==> config.mk <==
export PLATFORM = sky130hd
export DESIGN_NAME = cp0_timer_int_ctrl_flat
export DESIGN_NICKNAME = d
export VERILOG_FILES = /design/src/rtl/cp0_timer_int_ctrl_if.sv /design/src/rtl/cp0_timer_int_ctrl.sv /design/src/flat_wrapper.sv
export SDC_FILE = /design/constraint.sdc
export NUM_CORES = 1
export LEC_CHECK = 0
export ABC_CLOCK_PERIOD_IN_PS = 8600
export BUFFER_PORTS_ARGS = -buffer_cell sky130_fd_sc_hd__buf_2
export CORE_MARGIN = 2
export CORE_UTILIZATION = 33
export CTS_CLUSTER_DIAMETER = 150
export DETAILED_ROUTE_END_ITERATION = 7
export PLACE_DENSITY = 0.6
export SYNTH_ARGS = -nofsm -noshare
export SYNTH_HDL_FRONTEND = slang
export SYNTH_SLANG_ARGS = --single-unit
export TNS_END_PERCENT = 5
==> constraint.sdc <==
create_clock -name clk -period 8.6 [get_ports clk]
set_input_delay 1.72 -clock clk [delete_from_list [all_inputs] [get_ports clk]]
set_output_delay 1.72 -clock clk [all_outputs]
set_load 0.01 [all_outputs]
==> src/rtl/cp0_timer_int_ctrl_if.sv <==
// cp0_timer_int_ctrl_if: mtc0/mfc0 register access port of the CP0 timer/interrupt unit.
interface cp0_timer_int_ctrl_if;
    logic        stall;
    logic        we;
    logic [4:0]  waddr;
    logic [31:0] wdata;
    logic [4:0]  raddr;
    logic [31:0] rdata;
    modport master (output stall, we, waddr, wdata, raddr, input rdata);
    modport slave (input stall, we, waddr, wdata, raddr, output rdata);
endinterface

==> src/rtl/cp0_timer_int_ctrl.sv <==
// cp0_timer_int_ctrl: CP0 Count/Compare/Random/Wired and Cause.IP/TI with a registered
// interrupt request built from synchronised hardware lines and the Status enables.
module cp0_timer_int_ctrl #(
    parameter int NUM_HW_INT   = 6,
    parameter int COUNT_DIV    = 2,
    parameter int SYNC_STAGES  = 2,
    parameter int TLB_LINE_NUM = 16,
    parameter int TIMER_ON_IP7 = 1
) (
    input  logic                  clk,
    input  logic                  rst,
    cp0_timer_int_ctrl_if.slave   bus,
    input  logic [NUM_HW_INT-1:0] int_i,
    input  logic                  status_ie,
    input  logic                  status_exl,
    input  logic [7:0]            status_im,
    input  logic                  tlbwr_i,
    output logic [31:0]           count_o,
    output logic [31:0]           compare_o,
    output logic [31:0]           random_o,
    output logic [7:0]            cause_ip_o,
    output logic                  cause_ti_o,
    output logic                  int_req_o
);
    localparam int RW = $clog2(TLB_LINE_NUM);
    localparam int PW = COUNT_DIV > 1 ? $clog2(COUNT_DIV) : 1;
    localparam logic [RW-1:0] RMAX = RW'(TLB_LINE_NUM - 1);
    localparam logic [PW-1:0] PMAX = PW'(COUNT_DIV - 1);
    localparam logic [4:0] R_RANDOM = 5'd1, R_WIRED = 5'd6, R_COUNT = 5'd9,
                           R_COMPARE = 5'd11, R_CAUSE = 5'd13;

    logic [31:0] count, compare;
    logic [PW-1:0] pre;
    logic [RW-1:0] random, wired;
    logic [1:0] sw_ip;
    logic [SYNC_STAGES-1:0][NUM_HW_INT-1:0] sync;
    logic [7:0] ip;
    logic ti, inc_d, tick, adv, wr, w_count, w_compare, w_cause, w_wired;

    assign wr        = bus.we & ~bus.stall;
    assign w_count   = wr & (bus.waddr == R_COUNT);
    assign w_compare = wr & (bus.waddr == R_COMPARE);
    assign w_cause   = wr & (bus.waddr == R_CAUSE);
    assign w_wired   = wr & (bus.waddr == R_WIRED);
    assign tick      = pre == PMAX;
    // Random steps every cycle anyway; a committed tlbwr is simply one more reason to step.
    assign adv       = 1'b1 | tlbwr_i;

    always_comb begin
        ip = 8'b0;
        ip[1:0] = sw_ip;
        ip[2 +: NUM_HW_INT] = sync[SYNC_STAGES-1];
        ip[7] = ip[7] | (TIMER_ON_IP7 != 0 ? ti : 1'b0);
    end

    // inc_d marks that Count moved by increment last edge, so TI fires on the edge, not the level.
    always_ff @(posedge clk or posedge rst) begin
        if (rst) begin
            count   <= '0;
            compare <= '0;
            pre     <= '0;
            inc_d   <= 1'b0;
            ti      <= 1'b0;
            sw_ip   <= '0;
            sync    <= '0;
            wired   <= '0;
            random  <= RMAX;
            int_req_o <= 1'b0;
        end else begin
            pre     <= (w_count | tick) ? '0 : pre + 1'b1;
            count   <= w_count ? bus.wdata : count + 32'(tick);
            inc_d   <= tick & ~w_count;
            compare <= w_compare ? bus.wdata : compare;
            ti      <= w_compare ? 1'b0 : ti | (inc_d & (count == compare));
            sw_ip   <= w_cause ? bus.wdata[9:8] : sw_ip;
            sync[0] <= int_i;
            for (int i = 1; i < SYNC_STAGES; i++)
                sync[i] <= sync[i-1];
            wired   <= w_wired ? bus.wdata[RW-1:0] : wired;
            random  <= (w_wired | (random == wired)) ? RMAX : (adv ? random - 1'b1 : random);
            int_req_o <= status_ie & ~status_exl & |(status_im & ip);
        end
    end

    assign bus.rdata = bus.raddr == R_COUNT   ? count :
                       bus.raddr == R_COMPARE ? compare :
                       bus.raddr == R_RANDOM  ? 32'(random) :
                       bus.raddr == R_WIRED   ? 32'(wired) :
                       bus.raddr == R_CAUSE   ? {1'b0, ti, 14'b0, ip, 8'b0} : 32'b0;

    assign count_o    = count;
    assign compare_o  = compare;
    assign random_o   = 32'(random);
    assign cause_ip_o = ip;
    assign cause_ti_o = ti;
endmodule
==> src/flat_wrapper.sv <==
// flat-port wrapper written by rule: the top's interface ports become plain ports
module cp0_timer_int_ctrl_flat 
#(
    parameter int NUM_HW_INT   = 6,
    parameter int COUNT_DIV    = 2,
    parameter int SYNC_STAGES  = 2,
    parameter int TLB_LINE_NUM = 16,
    parameter int TIMER_ON_IP7 = 1
)
  (clk, rst, int_i, status_ie, status_exl, status_im, tlbwr_i, count_o, compare_o, random_o, cause_ip_o, cause_ti_o, int_req_o, bus_stall, bus_we, bus_waddr, bus_wdata, bus_raddr, bus_rdata);
  cp0_timer_int_ctrl_if bus_i ();
  input  logic clk;
  input  logic rst;
  input  logic [NUM_HW_INT-1:0] int_i;
  input  logic status_ie;
  input  logic status_exl;
  input  logic [7:0] status_im;
  input  logic tlbwr_i;
  output logic [31:0] count_o;
  output logic [31:0] compare_o;
  output logic [31:0] random_o;
  output logic [7:0] cause_ip_o;
  output logic cause_ti_o;
  output logic int_req_o;
  input wire logic [$bits(bus_i.stall)-1:0] bus_stall;
  input wire logic [$bits(bus_i.we)-1:0] bus_we;
  input wire logic [$bits(bus_i.waddr)-1:0] bus_waddr;
  input wire logic [$bits(bus_i.wdata)-1:0] bus_wdata;
  input wire logic [$bits(bus_i.raddr)-1:0] bus_raddr;
  output wire logic [$bits(bus_i.rdata)-1:0] bus_rdata;
  assign bus_i.stall = bus_stall;
  assign bus_i.we = bus_we;
  assign bus_i.waddr = bus_waddr;
  assign bus_i.wdata = bus_wdata;
  assign bus_i.raddr = bus_raddr;
  assign bus_rdata = bus_i.rdata;
  cp0_timer_int_ctrl #(.NUM_HW_INT(NUM_HW_INT), .COUNT_DIV(COUNT_DIV), .SYNC_STAGES(SYNC_STAGES), .TLB_LINE_NUM(TLB_LINE_NUM), .TIMER_ON_IP7(TIMER_ON_IP7)) u_core (.clk(clk), .rst(rst), .bus(bus_i), .int_i(int_i), .status_ie(status_ie), .status_exl(status_exl), .status_im(status_im), .tlbwr_i(tlbwr_i), .count_o(count_o), .compare_o(compare_o), .random_o(random_o), .cause_ip_o(cause_ip_o), .cause_ti_o(cause_ti_o), .int_req_o(int_req_o));
endmodule
==> results of run 1 <==
==> worst max-delay path by stage <==
stage | end | slack [ps] | cells after the start | startpoint
6_report | bus_rdata[1] | 3390 | 7 | bus_raddr[4]
4_1_cts | bus_rdata[15] | 3350 | 7 | bus_raddr[4]
2_1_floorplan | bus_rdata[0] | 4090 | 6 | bus_raddr[4]
3_3_place_gp | bus_rdata[3] | 3440 | 7 | bus_raddr[4]
5_1_grt | bus_rdata[1] | 3250 | 7 | bus_raddr[4]
3_5_place_dp | bus_rdata[15] | 3350 | 7 | bus_raddr[4]
==> registers in the layout, indices dropped and copies added, names as in the netlist <==
name	flops
u_core.cause_ip_o	5
u_core.pre	1
u_core.wired	4
u_core.sw_ip	2
u_core.random	4
u_core.count_o	32
u_core.int_req_o	1
u_core.inc_d	1
u_core.compare_o	32
u_core.sync	7
u_core.cause_ti_o	1
==> report_power, final <==
| group | total [mW] | switching, mW | internal (mW) |
|---|---|---|---|
| logic | 0.529 | 0.281 | 0.248 |
| clock network | 0.434 | 0.177 | 0.257 |
| registers | 0.721 | 0.190 | 0.532 |
| total | 1.68 | 0.648 | 1.04 |
==> per-layer routing <==
metal | vias to the layer above | share of wire
met3 | 15 | 0.053
met4 | 0 | 0.023
met5 | - | 0
li1 | 1991 | -
met2 | 163 | 0.49
met1 | 2140 | 0.43
==> worst reg2reg max path, delay by kind of cell, from the launching register on <==
family                   cells  cell delay (ps)
adder cells (fa/ha/maj)      2              560
AO/OA/AOI/OAI                1               90
flip-flops                   1              400
AND/OR/NAND/NOR              3              990
XOR/XNOR                     1              190
==> synth_stat cells (2+ instances only) <==
cell	number
o22ai_1	2
mux2_2	40
nor3_1	8
xor2_1	35
o21ai_0	3
nand4_1	19
inv_1	17
nand2_1	21
nor4b_1	2
buf_6	2
or2_2	2
nor2b_1	2
a22o_1	19
nor3b_1	2
and2_1	2
nor4_1	8
a222oi_1	12
dfstp_2	4
clkbuf_1	16
xnor2_1	28
nor2_1	41
a22oi_1	6
buf_4	35
ha_1	3
a21oi_1	33
and4_1	2
dfrtp_1	86
nand3_1	14
and4b_1	2
and3_1	5
clkbuf_2	2
==> kinds of logic after synthesis <==
| logic type | Yosys count |
|---|---|
| AND/OR/NAND/NOR | 136 |
| flip-flops | 90 |
| AO/OA/AOI/OAI | 79 |
| buffers and inverters | 74 |
| XOR/XNOR | 63 |
| multiplexers | 40 |
| adder cells (fa/ha/maj) | 3 |
| other | 1 |
==> per-stage QoR <==
| stage | cells | total power, mW | worst slack [ps] | instance area (um^2) | hold WS [ps] |
|---|---|---|---|---|---|
| 2_1_floorplan | 513 | 1.036 | 4086 | 5102 | 331.2 |
| 3_3_place_gp | 818 | 1.244 | 3438 | 5887 | 332.2 |
| 3_5_place_dp | 818 | 1.261 | 3349 | 5887 | 336.3 |
| 4_1_cts | 834 | 1.702 | 3351 | 6212 | 351.5 |
| 5_1_grt | 835 | 1.793 | 3253 | 6215 | 354.6 |
| 6_report | 835 | 1.685 | 3385 | 6215 | 351.3 |
==> final cells by class <==
| class | count | area [um^2] |
|---|---|---|
| inverter | 17 | 65.06 |
| antenna | 1 | 2.502 |
| clock buffer | 9 | 225.2 |
| timing repair buffer | 178 | 908.4 |
| clock inverter | 7 | 100.1 |
| fill | 1464 | 8429 |
| sequential | 90 | 2257 |
| multi-input combinational | 349 | 2426 |
| tap | 184 | 230.2 |
==> impl_metrics.yaml, run 1 <==
status:
  status: "finished clean"
min_path:
  min_to: "u_core.sync[11]"
  hold_path.class: "reg -> reg"
  holdPathStages: 0
  hp-start: "u_core.sync[5]"
timing:
  fmax_mhz: 191.8
  hold_violations: 0
  setup_viol: 0
  slew_headroom: 0.4444
  fin_skew_ps: 5.741
  post-route-min-period_ps: 5215
  drv_slew: 0
  tns_ps: 0
  fin_crit_sh: 0.6063
  worst_pin_slew_ps: 833.4
  grt_setup_unrepaired: "no"
layout:
  syn_to_final_growth_pct: 24.27
  final_util: 0.4244
  drive_gt1_frac: 0.3800
  final_common_cell: "buf_2"
  finalNetCount: 711
  final_cell_mix: "buf_2 (171), dfrtp_1 (86), nor2_1 (41)"
global_route:
  grt.total_usage: 0.1881
  met1_usage: 0.2470
  grtUsageMet3: 0.03224
  grt_use_met2: 0.3074
  antenna_found_initial: 1
  grt_pass1_vias: 4153
  grt_most_used_layer: "met2"
  grt_max_degree: 65
  grt_overflow: 0
  grt_pass1_wl_um: 23280
clock_tree:
  cts_max_path_buffers: 2
  cts_buffers: 9
  post_cts_resized: 0
  tritoncts: "built"
  cts_hold_buffers: 0
  cts_root_buffer: "clkbuf_16"
  cts.clk_slew.worst_paths_ps: 70
  cts_sinks: 90
  post-cts-setup-buffer-count: 0
  htree_levels: 3
  clock_latency_ps: 350
routing:
  firstDrtPassIters: 5
  viasPerCell: 5.160
  drt_iter0_drc: 234
  postRouteAntennaNets: 0
  wl_um: 15100
  dr_total_vias: 4309
  post_drt_wl_per_cell_um: 18.09
  post-route-drc-count: 0
synth:
  async_flop_share: 1.000
  ys_ff_latch: 90
  yosys_warnings: 0
  synth_compound_area_frac: 0.1121
  avgSynthCellArea_um2: 10.29
  synthAdderAreaFrac: 0.007506
  syn_inst: 486
  synth_top_cell_by_area: "dfrtp_1"
  synth.distinct_cells: 44
  ys_seq_area_frac: 0.4513
  synth_edf_count: 0
  yosys_most_used_dff: "dfrtp_1"
  synth-simple-area-share: 0.1424
  synth-xor-area-share: 0.1103
  synth_area_leaders: "dfrtp_1 (43%), mux2_2 (9.0%), xor2_1 (6.1%)"
  synth_mux_area_frac: 0.09007
  netlist_area_mm2: 0.005001
  synth_top_area_frac: 0.4303
  synth_top_family_by_area: "simple AND/OR/NAND/NOR gates"
floorplanning:
  core_area_mm2: 0.01464
  die_w_um: 127.1
  rows: 44
  io_pins: 201
  die_area_mm2: 0.01616
  floorplan.initialDensity: 0.3415
  die_h_um: 127.1
worst_setup_path:
  slowest_stage: "and4_1"
  worstReg2RegStart: "u_core.count_o[0]"
  cp.arrival_ps: 3490
  reg2reg_slack_ps: 6240
  path_class: "in -> out"
  start_kind: "primary input"
  crit_family: "simple AND/OR/NAND/NOR gates"
  critPathMaxFanout: 20
  crit_chain: "buf_2 > nor2_1 > and4_1 > buf_4 > a222oi_1 > a21oi_1 > buf_2"
  max_stage_delay_ps: 600
  rr_worst_depth: 7
  worstSetupEndpointType: "output port"
  critPathBufInv: 3
  worstPathRequired_ps: 6880
  path_common_cell: "buf_2"
  r2r_end: "u_core.count_o[10]"
power:
  leakage_nw: 3.043
  powerDensity_mw_per_mm2: 271.1
  peakVddDrop_v: 0.0001269
placement:
  hpwl_um: 11360
  port_buffers: 171
  routabilityCongestion: 0.8201
run:
  maxCapViolCount: 0
Note: power is estimated with default switching activity, not from simulation.
==> run 2: changes to the inputs <==
--- a/config.mk
+++ b/config.mk
@@ -5,7 +5,7 @@
 export SDC_FILE = /design/constraint.sdc
 export NUM_CORES = 1
 export LEC_CHECK = 0
-export ABC_CLOCK_PERIOD_IN_PS = 8600
+export ABC_CLOCK_PERIOD_IN_PS = 5270
 export BUFFER_PORTS_ARGS = -buffer_cell sky130_fd_sc_hd__buf_2
 export CORE_MARGIN = 2
 export CORE_UTILIZATION = 33
==> constraint.sdc (replaced) <==
create_clock -name clk -period 5.27 [get_ports clk]
set_input_delay 1.054 -clock clk [delete_from_list [all_inputs] [get_ports clk]]
set_output_delay 1.054 -clock clk [all_outputs]
set_load 0.01 [all_outputs]
==> impl_metrics.yaml, run 2 (synthesis gave the netlist of run 1 again) <==
floorplanning:
  die_w_um: 127.1
  io_pins: 201
  die_area_mm2: 0.01616
  floorplan.initialDensity: 0.3415
  rows: 44
  die_h_um: 127.1
  core_area_mm2: 0.01464
placement:
  place_area_mm2: 0.005894
  port_buffers: 171
  routabilityCongestion: 0.8065
  hpwl_um: 11450
timing:
  hold_violations: 0
  drv_slew: 0
  setup_viol: 0
  grt_setup_unrepaired: "no"
  fin_skew_ps: 7.926
  post-route-min-period_ps: 3695
  fmax_mhz: 270.6
  fin_crit_sh: 0.7011
  tns_ps: 0
  worst_pin_slew_ps: 999.9
  slew_headroom: 0.3334
clock_tree:
  post-cts-setup-buffer-count: 0
  cts.clk_slew.worst_paths_ps: 70
  cts_buffers: 9
  post_cts_resized: 0
  htree_levels: 3
  tritoncts: "built"
  cts_max_path_buffers: 2
  cts_hold_buffers: 0
  cts_root_buffer: "clkbuf_16"
  clock_latency_ps: 350
  cts_sinks: 90
worst_setup_path:
  rr_worst_depth: 7
  path_class: "in -> out"
  worstReg2RegStart: "u_core.count_o[0]"
  worstPathRequired_ps: 4220
  worstSetupEndpointType: "output port"
  start_kind: "primary input"
  reg2reg_slack_ps: 2870
  cp.arrival_ps: 2640
  critPathMaxFanout: 16
  r2r_end: "u_core.count_o[10]"
power:
  pwr-share-clk: 0.249
  p_comb_frac: 0.319
  fin_total_pwr_mw: 2.721
  leakage_nw: 3.052
  p_int_mw: 1.670
  p_seq_frac: 0.432
  powerDensity_mw_per_mm2: 438.4
  p_sw_mw: 1.052
  switching_share: 0.3864
  peakVddDrop_v: 0.0002016
run:
  maxCapViolCount: 0
routing:
  post-route-drc-count: 0
  post_drt_wl_per_cell_um: 18.25
  wl_um: 15240
  drt_iter0_drc: 315
  dr_total_vias: 4279
  viasPerCell: 5.125
  postRouteAntennaNets: 0
  firstDrtPassIters: 5
global_route:
  grt_pass1_wl_um: 23610
  grt.total_usage: 0.1901
  antenna_found_initial: 0
  grt_max_degree: 64
  grt_pass1_vias: 4245
  grt_overflow: 0
min_path:
  hold_path.class: "reg -> reg"
  hp-start: "u_core.sync[5]"
  holdPathStages: 0
  min_to: "u_core.sync[11]"
status:
  status: "finished clean"
layout:
  drive_gt1_frac: 0.3810
  fillCellCount: 1475
  syn_to_final_growth_pct: 24.12
  finalNetCount: 712
  fin_area_mm2: 0.006207
  final_cell_mix: "buf_2 (171), dfrtp_1 (86), nor2_1 (41)"
  n_antenna_cell: 0
  final_common_cell: "buf_2"
## run 2: cell count changes in the layout (fill, tap and decap cells not counted)
| cell | change |
|---|---|
| buf_4 | +1 |
| clkinv_2 | +1 |
| diode_2 | -1 |
| bufinv_16 | -1 |
| clkbuf_8 | +2 |
| clkinvlp_4 | -2 |
## run 2: how the worst max path moves through the flow
stage / from / to / slack [ps] / depth (start not counted)
finish: bus_raddr[4] / bus_rdata[2] / 1570 / 7
global route: bus_raddr[4] / bus_rdata[2] / 1480 / 7
CTS: bus_raddr[4] / bus_rdata[2] / 1610 / 7
detailed placement: bus_raddr[4] / bus_rdata[0] / 1610 / 7
global placement: bus_raddr[4] / bus_rdata[2] / 1670 / 7
floorplan: rst / u_core.cause_ip_o[2] / 1890 / 1
## run 2: layout make-up
cell class,instances,area (um^2),share of cell area
inverters,17,65.06,0.01048
clock buffers,11,252.7,0.04072
clock inverters,5,60.06,0.009675
well taps,184,230.2,0.03709
multi-input cells,349,2426,0.3908
repair buffers,179,915.9,0.1476
flip-flops and latches,90,2257,0.3636
## run 2: power groups by stage
stage | logic (mW) | registers [mW] | clock network, mW
after global placement | 0.856 | 1.17 | 0
after global routing | 0.963 | 1.21 | 0.723
final | 0.868 | 1.17 | 0.679
after detailed placement | 0.870 | 1.19 | 0
after CTS | 0.878 | 1.17 | 0.694
after floorplan | 0.537 | 1.15 | 0
## run 2: metrics by stage
step	hold WS, ps	std cells	worst slack, ps	utilization
2_1_floorplan	331.2	513	1887	-
3_3_place_gp	332.4	819	1669	0.4025
3_5_place_dp	335.5	819	1613	0.4025
4_1_cts	351.0	835	1608	0.4239
5_1_grt	360.3	835	1478	0.4239
6_report	351.0	835	1575	0.4239
## run 2: worst max-delay path: stages
cell and delay (ps):
buf_2 120, nor2_1 160, and3_1 590, buf_4 370
a22oi_1 130, nand2_1 80, buf_2 130
## run 2: layer usage
layer	GRT usage	share of wire	vias up
met5	0	0	-
met3	0.03769	0.060	19
met4	0.07434	0.023	0
met1	0.2475	0.43	2084
li1	-	-	1997
met2	0.3134	0.49	179
